==> config.mk <==
export PLATFORM = sky130hd
export DESIGN_NAME = cobertura_ctrl_flat
export DESIGN_NICKNAME = d
export VERILOG_FILES = /design/src/rtl/cobertura_ctrl_if.sv /design/src/rtl/cobertura_ctrl.sv /design/src/flat_wrapper.sv
export SDC_FILE = /design/constraint.sdc
export NUM_CORES = 1
export LEC_CHECK = 0
export CORE_AREA = 3 3 58 60
export CTS_CLUSTER_DIAMETER = 80
export DETAILED_ROUTE_END_ITERATION = 8
export DIE_AREA = 0 0 61 63
export PLACE_DENSITY = 0.74
export SETUP_SLACK_MARGIN = 0.2
export SLEW_MARGIN = 40
export SYNTH_ARGS = -nofsm -noshare
export SYNTH_HDL_FRONTEND = slang
export SYNTH_SLANG_ARGS = --single-unit
==> constraint.sdc <==
create_clock -name clk -period 2.22 [get_ports clk]
set_input_delay 0.555 -clock clk [delete_from_list [all_inputs] [get_ports clk]]
set_output_delay 0.555 -clock clk [all_outputs]
set_load 0.02 [all_outputs]
==> src/rtl/cobertura_ctrl_if.sv <==
// Sensor/valve bundle between the roof-cover pins and cobertura_ctrl.
// master drives the raw sensors and clear request; slave drives valves and status.
interface cobertura_ctrl_if;
  logic       L;
  logic       U;
  logic       Fd;
  logic       Fe;
  logic       clr;
  logic       A;
  logic       F;
  logic       fault;
  logic [2:0] state;

  modport master (
    output L, U, Fd, Fe, clr,
    input  A, F, fault, state
  );

  modport slave (
    input  L, U, Fd, Fe, clr,
    output A, F, fault, state
  );
endinterface

==> src/rtl/cobertura_ctrl.sv <==
// Roof-cover valve controller: debounced sensors, open/close FSM with reversal
// dead time, run-time limit and latched fault.
module cobertura_ctrl #(
  parameter int DEB_CYCLES  = 4,
  parameter int DEAD_CYCLES = 8,
  parameter int TIMEOUT     = 64
) (
  input  logic              clk,
  input  logic              rst,
  cobertura_ctrl_if.slave   bus
);

  typedef enum logic [2:0] {
    IDLE    = 3'd0,
    OPENING = 3'd1,
    CLOSING = 3'd2,
    DEAD    = 3'd3,
    FAULT   = 3'd4
  } state_t;

  localparam int CW = (DEB_CYCLES > 1) ? $clog2(DEB_CYCLES + 1) : 1;
  localparam int TW = $clog2(TIMEOUT + DEAD_CYCLES);
  localparam logic [CW-1:0] DEB_LAST  = CW'(DEB_CYCLES - 1);
  localparam logic [TW-1:0] TO_LAST   = TW'(TIMEOUT - 1);
  localparam logic [TW-1:0] DEAD_LAST = TW'(DEAD_CYCLES - 1);

  // Bit order: 0 L, 1 U, 2 Fd, 3 Fe
  logic [3:0]    raw_s;
  logic [3:0]    deb_r;
  logic [CW-1:0] deb_cnt_r [4];

  state_t        state_r;
  state_t        next_s;
  logic [TW-1:0] timer_r;
  logic          a_r;
  logic          f_r;
  logic          fault_r;

  logic close_req_s;
  logic open_req_s;
  logic limit_err_s;
  logic active_s;

  assign raw_s = {bus.Fe, bus.Fd, bus.U, bus.L};

  // Per-input debounce: a change must persist DEB_CYCLES edges to be accepted
  always_ff @(posedge clk) begin
    if (rst) begin
      deb_r <= 4'b0000;
      for (int i = 0; i < 4; i++) begin
        deb_cnt_r[i] <= '0;
      end
    end else begin
      for (int i = 0; i < 4; i++) begin
        if (raw_s[i] == deb_r[i]) begin
          deb_cnt_r[i] <= '0;
        end else if (deb_cnt_r[i] == DEB_LAST) begin
          deb_r[i]     <= raw_s[i];
          deb_cnt_r[i] <= '0;
        end else begin
          deb_cnt_r[i] <= deb_cnt_r[i] + {{(CW-1){1'b0}}, 1'b1};
        end
      end
    end
  end

  assign close_req_s = deb_r[0] | deb_r[1];
  assign open_req_s  = ~deb_r[0] & ~deb_r[1];
  assign limit_err_s = deb_r[2] & deb_r[3];
  assign active_s    = (state_r == OPENING) || (state_r == CLOSING) || (state_r == DEAD);

  // Next-state decode; limit error always takes precedence
  always_comb begin
    next_s = state_r;
    case (state_r)
      IDLE: begin
        if (limit_err_s)                    next_s = FAULT;
        else if (close_req_s && !deb_r[3])  next_s = CLOSING;
        else if (open_req_s && !deb_r[2])   next_s = OPENING;
        else                                next_s = IDLE;
      end
      OPENING: begin
        if (limit_err_s)             next_s = FAULT;
        else if (deb_r[2])           next_s = IDLE;
        else if (close_req_s)        next_s = DEAD;
        else if (timer_r == TO_LAST) next_s = FAULT;
        else                         next_s = OPENING;
      end
      CLOSING: begin
        // Open request deliberately ignored here to avoid hunting
        if (limit_err_s)             next_s = FAULT;
        else if (deb_r[3])           next_s = IDLE;
        else if (timer_r == TO_LAST) next_s = FAULT;
        else                         next_s = CLOSING;
      end
      DEAD: begin
        if (limit_err_s)               next_s = FAULT;
        else if (timer_r == DEAD_LAST) next_s = deb_r[3] ? IDLE : CLOSING;
        else                           next_s = DEAD;
      end
      FAULT: begin
        if (bus.clr && !limit_err_s) next_s = IDLE;
        else                         next_s = FAULT;
      end
      default: next_s = FAULT;
    endcase
  end

  // State register, dwell timer and registered output decode of next state
  always_ff @(posedge clk) begin
    if (rst) begin
      state_r <= IDLE;
      timer_r <= '0;
      a_r     <= 1'b0;
      f_r     <= 1'b0;
      fault_r <= 1'b0;
    end else begin
      state_r <= next_s;
      if (next_s != state_r) begin
        timer_r <= '0;
      end else if (active_s) begin
        timer_r <= timer_r + {{(TW-1){1'b0}}, 1'b1};
      end else begin
        timer_r <= timer_r;
      end
      a_r     <= (next_s == OPENING);
      f_r     <= (next_s == CLOSING);
      fault_r <= (next_s == FAULT);
    end
  end

  assign bus.A     = a_r;
  assign bus.F     = f_r;
  assign bus.fault = fault_r;
  assign bus.state = state_r;

endmodule

==> src/flat_wrapper.sv <==
// flat-port wrapper written by rule: the top's interface ports become plain ports
module cobertura_ctrl_flat 
#(
  parameter int DEB_CYCLES  = 4,
  parameter int DEAD_CYCLES = 8,
  parameter int TIMEOUT     = 64
)
  (clk, rst, bus_L, bus_U, bus_Fd, bus_Fe, bus_clr, bus_A, bus_F, bus_fault, bus_state);
  cobertura_ctrl_if bus_i ();
  input  logic clk;
  input  logic rst;
  input wire logic [$bits(bus_i.L)-1:0] bus_L;
  input wire logic [$bits(bus_i.U)-1:0] bus_U;
  input wire logic [$bits(bus_i.Fd)-1:0] bus_Fd;
  input wire logic [$bits(bus_i.Fe)-1:0] bus_Fe;
  input wire logic [$bits(bus_i.clr)-1:0] bus_clr;
  output wire logic [$bits(bus_i.A)-1:0] bus_A;
  output wire logic [$bits(bus_i.F)-1:0] bus_F;
  output wire logic [$bits(bus_i.fault)-1:0] bus_fault;
  output wire logic [$bits(bus_i.state)-1:0] bus_state;
  assign bus_i.L = bus_L;
  assign bus_i.U = bus_U;
  assign bus_i.Fd = bus_Fd;
  assign bus_i.Fe = bus_Fe;
  assign bus_i.clr = bus_clr;
  assign bus_A = bus_i.A;
  assign bus_F = bus_i.F;
  assign bus_fault = bus_i.fault;
  assign bus_state = bus_i.state;
  cobertura_ctrl #(.DEB_CYCLES(DEB_CYCLES), .DEAD_CYCLES(DEAD_CYCLES), .TIMEOUT(TIMEOUT)) u_core (.clk(clk), .rst(rst), .bus(bus_i));
endmodule
==> results.tsv <==
stage	metric	value	unit
global_route	Overflow after GRT	0	
clock_network	TritonCTS buffer count	5	
timing	clock skew	0.00203	ns
logic_synthesis	synth warn	0	
clock_network	deepest clock path buffer count	2	
power_and_ir_drop	clock share of power	26.9	%
floorplanning	DIE AREA	3840	um2
global_route	vias in the first global route	1132	
routing	DR WL/cell	12.7	um
critical_path	crit-path max FO	14	
floorplanning	row count	20	
routing	DRT iter0 DRCs	34	
clock_network	TritonCTS clock tree	yes	
worst_hold_path	hold endpoint	u_core.timer_r[6]$_SDFFE_PP0P_	
power_and_ir_drop	Pleak	0.772	nW
place	placed cells	208	
critical_path	family with the most delay on the worst path	buffers and inverters	
timing	Min Clock Period, post-route	1.96	ns
power_and_ir_drop	Psw	311	uW
critical_path	crit end category	primary output	
logic_synthesis	number of synthesized flops with an enable pin	12	
logic_synthesis	Avg Cell Area, Syn	10.3	um2
worst_hold_path	hold path cells	3	
timing	final hold viol count	0	
logic_synthesis	post-synthesis sequential area ratio	44.1	%
logic_synthesis	Top FF cell, synth	dfxtp_1	
routing	DRT Wirelength	2760	um
place	port bufs	12	
clock_network	Worst-path clk slew	0.08	ns
critical_path	CP peak stage delay	0.63	ns
outcome	outcome	finished clean	
place	post-detail-place hpwl	2100	um
global_route	All-Layer GR Usage	16.7	%
power_and_ir_drop	Flop pwr share	53.7	%
power_and_ir_drop	Final Power	1.15	mW
cells_and_area	Layout Utilization	63.8	%
routing	remaining antenna violation count	0	
critical_path	Buf/Inv on CP	1	
logic_synthesis	Syn Std Cell Area	1590	um2
floorplanning	die extent in x	61	um
cells_and_area	Diodes inserted	0	
floorplanning	core footprint	2980	um2
clock_network	clock sink total	29	
cells_and_area	Area Overhead vs Synth	19.5	%
critical_path	RR Startpoint	u_core.timer_r[1]$_SDFFE_PP0P_	
logic_synthesis	cell count after synthesis	155	
routing	drt pass-1 iters	4	
cells_and_area	commonest non-fill, non-tap cell in the layout	nor2_1	
timing	top achievable clock speed	510	MHz
critical_path	worst path cell trace	clkdlybuf4s50_1	
routing	DR vias	1143	
power_and_ir_drop	power per cell area	607	nW/um2
global_route	initial antenna violation count	0	
critical_path	worst path required time	1.66	ns
worst_hold_path	Hold Path Class	register to register	
floorplanning	Ports	13	
logic_synthesis	Async S/R FF share, synth	0	%
logic_synthesis	synthesis-stage register bit count	29	
timing	slew at the pin closest to its max-slew limit	0.570	ns
routing	DRC	0	
power_and_ir_drop	Combinational Power Share	19.4	%
timing	Final Slew Violations	0	
floorplanning	Die Y	63	um
critical_path	crit path kind	register to primary output	
cells_and_area	most frequent cells in the layout	28 x nor2_1, 12 x clkdlybuf4s50_1, 12 x dfxtp_1, 12 x edfxtp_1, 12 x conb_1	
power_and_ir_drop	Internal	843	uW
timing	fin crit share	88.3	%
clock_network	H-Tree Depth	2	
cells_and_area	Net count, final	201	
routing	via/cell ratio	5.24	
critical_path	R2R setup slack	0.29	ns
timing	Min Hold Slack	0.559	ns
critical_path	critical path startpoint category	register	
clock_network	latest clock arrival within the worst-skew pair	0.32	ns
cells_and_area	fin cells	218	
timing	Slew HR	61.9	%
worst_hold_path	Worst Min Path Start	u_core.timer_r[6]$_SDFFE_PP0P_	
power_and_ir_drop	Sw Ratio	26.9	%
power_and_ir_drop	Worst IR Drop VDD	0.000298	V
cells_and_area	share of layout cells above drive strength 1	18.9	%
timing	Setup TNS	0	ns
logic_synthesis	Distinct cells, synth	41	
critical_path	CP Data Arrival Time	1.41	ns
job	Max-Cap Viols	0	
timing	RSZ-0062 raised after global routing	yes	
place	RD Place Congestion	0.775	
critical_path	R2R Path End	u_core.bus.A$_SDFF_PP0_	
global_route	first-pass GRT wire length	4840	um
floorplanning	initial core utilization	53.4	%
critical_path	Worst path slowest cell	clkdlybuf4s50_1	
global_route	largest net degree at the start of global routing	15	
timing	final setup fails	0	
clock_network	Root Buffer	clkbuf_4	
critical_path	Worst R2R Path Depth	7	
clock_network	Hold Buf Count CTS	0	
[how the worst max path moves through the flow]
stage,start,to,slack (ns),cells after the start
2_1_floorplan,u_core.bus.state[1]$_SDFF_PP0_,u_core.timer_r[1]$_SDFFE_PP0P_,0.44,6
3_3_place_gp,bus_clr,u_core.bus.F$_SDFF_PP0_,0.24,4
3_5_place_dp,bus_clr,u_core.timer_r[1]$_SDFFE_PP0P_,0.21,5
4_1_cts,u_core.bus.state[0]$_SDFF_PP0_,bus_state[0],0.16,1
5_1_grt,u_core.timer_r[1]$_SDFFE_PP0P_,u_core.timer_r[6]$_SDFFE_PP0P_,0.16,6
6_report,u_core.bus.state[0]$_SDFF_PP0_,bus_state[0],0.26,1
[power by group through the flow]
stage	Combinational, mW	Sequential, mW	Clock [mW]
after global routing	0.249	0.625	0.341
after CTS	0.208	0.618	0.325
after global placement	0.199	0.627	0
after detailed placement	0.207	0.629	0
final	0.223	0.619	0.311
after floorplan	0.154	0.622	0
[registers in the layout, indices dropped and copies added, names as in the netlist]
name and count:
u_core.bus.fault 1, u_core.deb_cnt_r 12, u_core.timer_r 7, u_core.bus.F 1, u_core.bus.state 3, u_core.deb_r 4
u_core.bus.A 1
[cells in the mapped netlist, types with 2 or more instances]
| library cell | count | share of area [%] |
|---|---|---|
| nand2_1 | 10 | 2.4 |
| nand3_1 | 4 | 1.3 |
| or3_1 | 5 | 2.0 |
| buf_6 | 2 | 1.4 |
| xnor2_1 | 5 | 2.8 |
| or4_1 | 2 | 0.94 |
| nor2_1 | 28 | 6.6 |
| a21oi_1 | 2 | 0.63 |
| nor4b_2 | 2 | 1.9 |
| xor2_1 | 5 | 2.8 |
| dfxtp_1 | 17 | 21 |
| nor3_1 | 10 | 3.1 |
| inv_1 | 9 | 2.1 |
| buf_2 | 2 | 0.63 |
| mux2i_1 | 6 | 3.8 |
| ha_1 | 9 | 7.1 |
| nor4_1 | 2 | 0.79 |
| edfxtp_1 | 12 | 23 |
[tightest hold or removal path, delay by kind of cell, from the launching register on]
kind	cells	cell delay, ns
flops	1	0.35
xor+xnor	1	0.07
simple gates	2	0.10
[cell type report]
type                    count  area (um2)
flip-flops and latches     29         712
inverters                  10        40.0
multi-input cells         121         887
well taps                  33        41.3
repair buffers             18         165
clock buffers               7        55.1
fillers                   240        1080
[through the flow]
step	setup slack (ns)	cell area, um2
floorplan	0.440	1630
global placement	0.241	1780
detailed placement	0.212	1780
CTS	0.162	1830
global route	0.162	1900
finish	0.260	1900
[layer usage]
metal / part of all wire, % / global-route usage, % / up-vias
li1: - / - / 591
met1: 43 / 20.1 / 535
met2: 51 / 27.3 / 12
met3: 3.5 / 5.58 / 5
met4: 1.6 / 5.69 / 0
met5: 0 / 0 / -
[logic make-up after synthesis]
kind of cell               synth area share, %
muxes                                     3.78
xor gates and xnor gates                  5.51
adders and majority gates                 7.08
buffers and inverters                     5.03
AOI/OAI and AO/OA                         9.52
and+or+nand+nor                           24.8
other                                    0.236
DFF                                       44.1
[what timing repair did]
action	4_1_cts	5_1_grt
resized for setup	3	11
setup buffers	0	3
pin swaps	0	5
hold endpoints to repair	0	0
endpoints found under the setup margin	3	11
No activity file was read; power rests on OpenSTA's default activity.
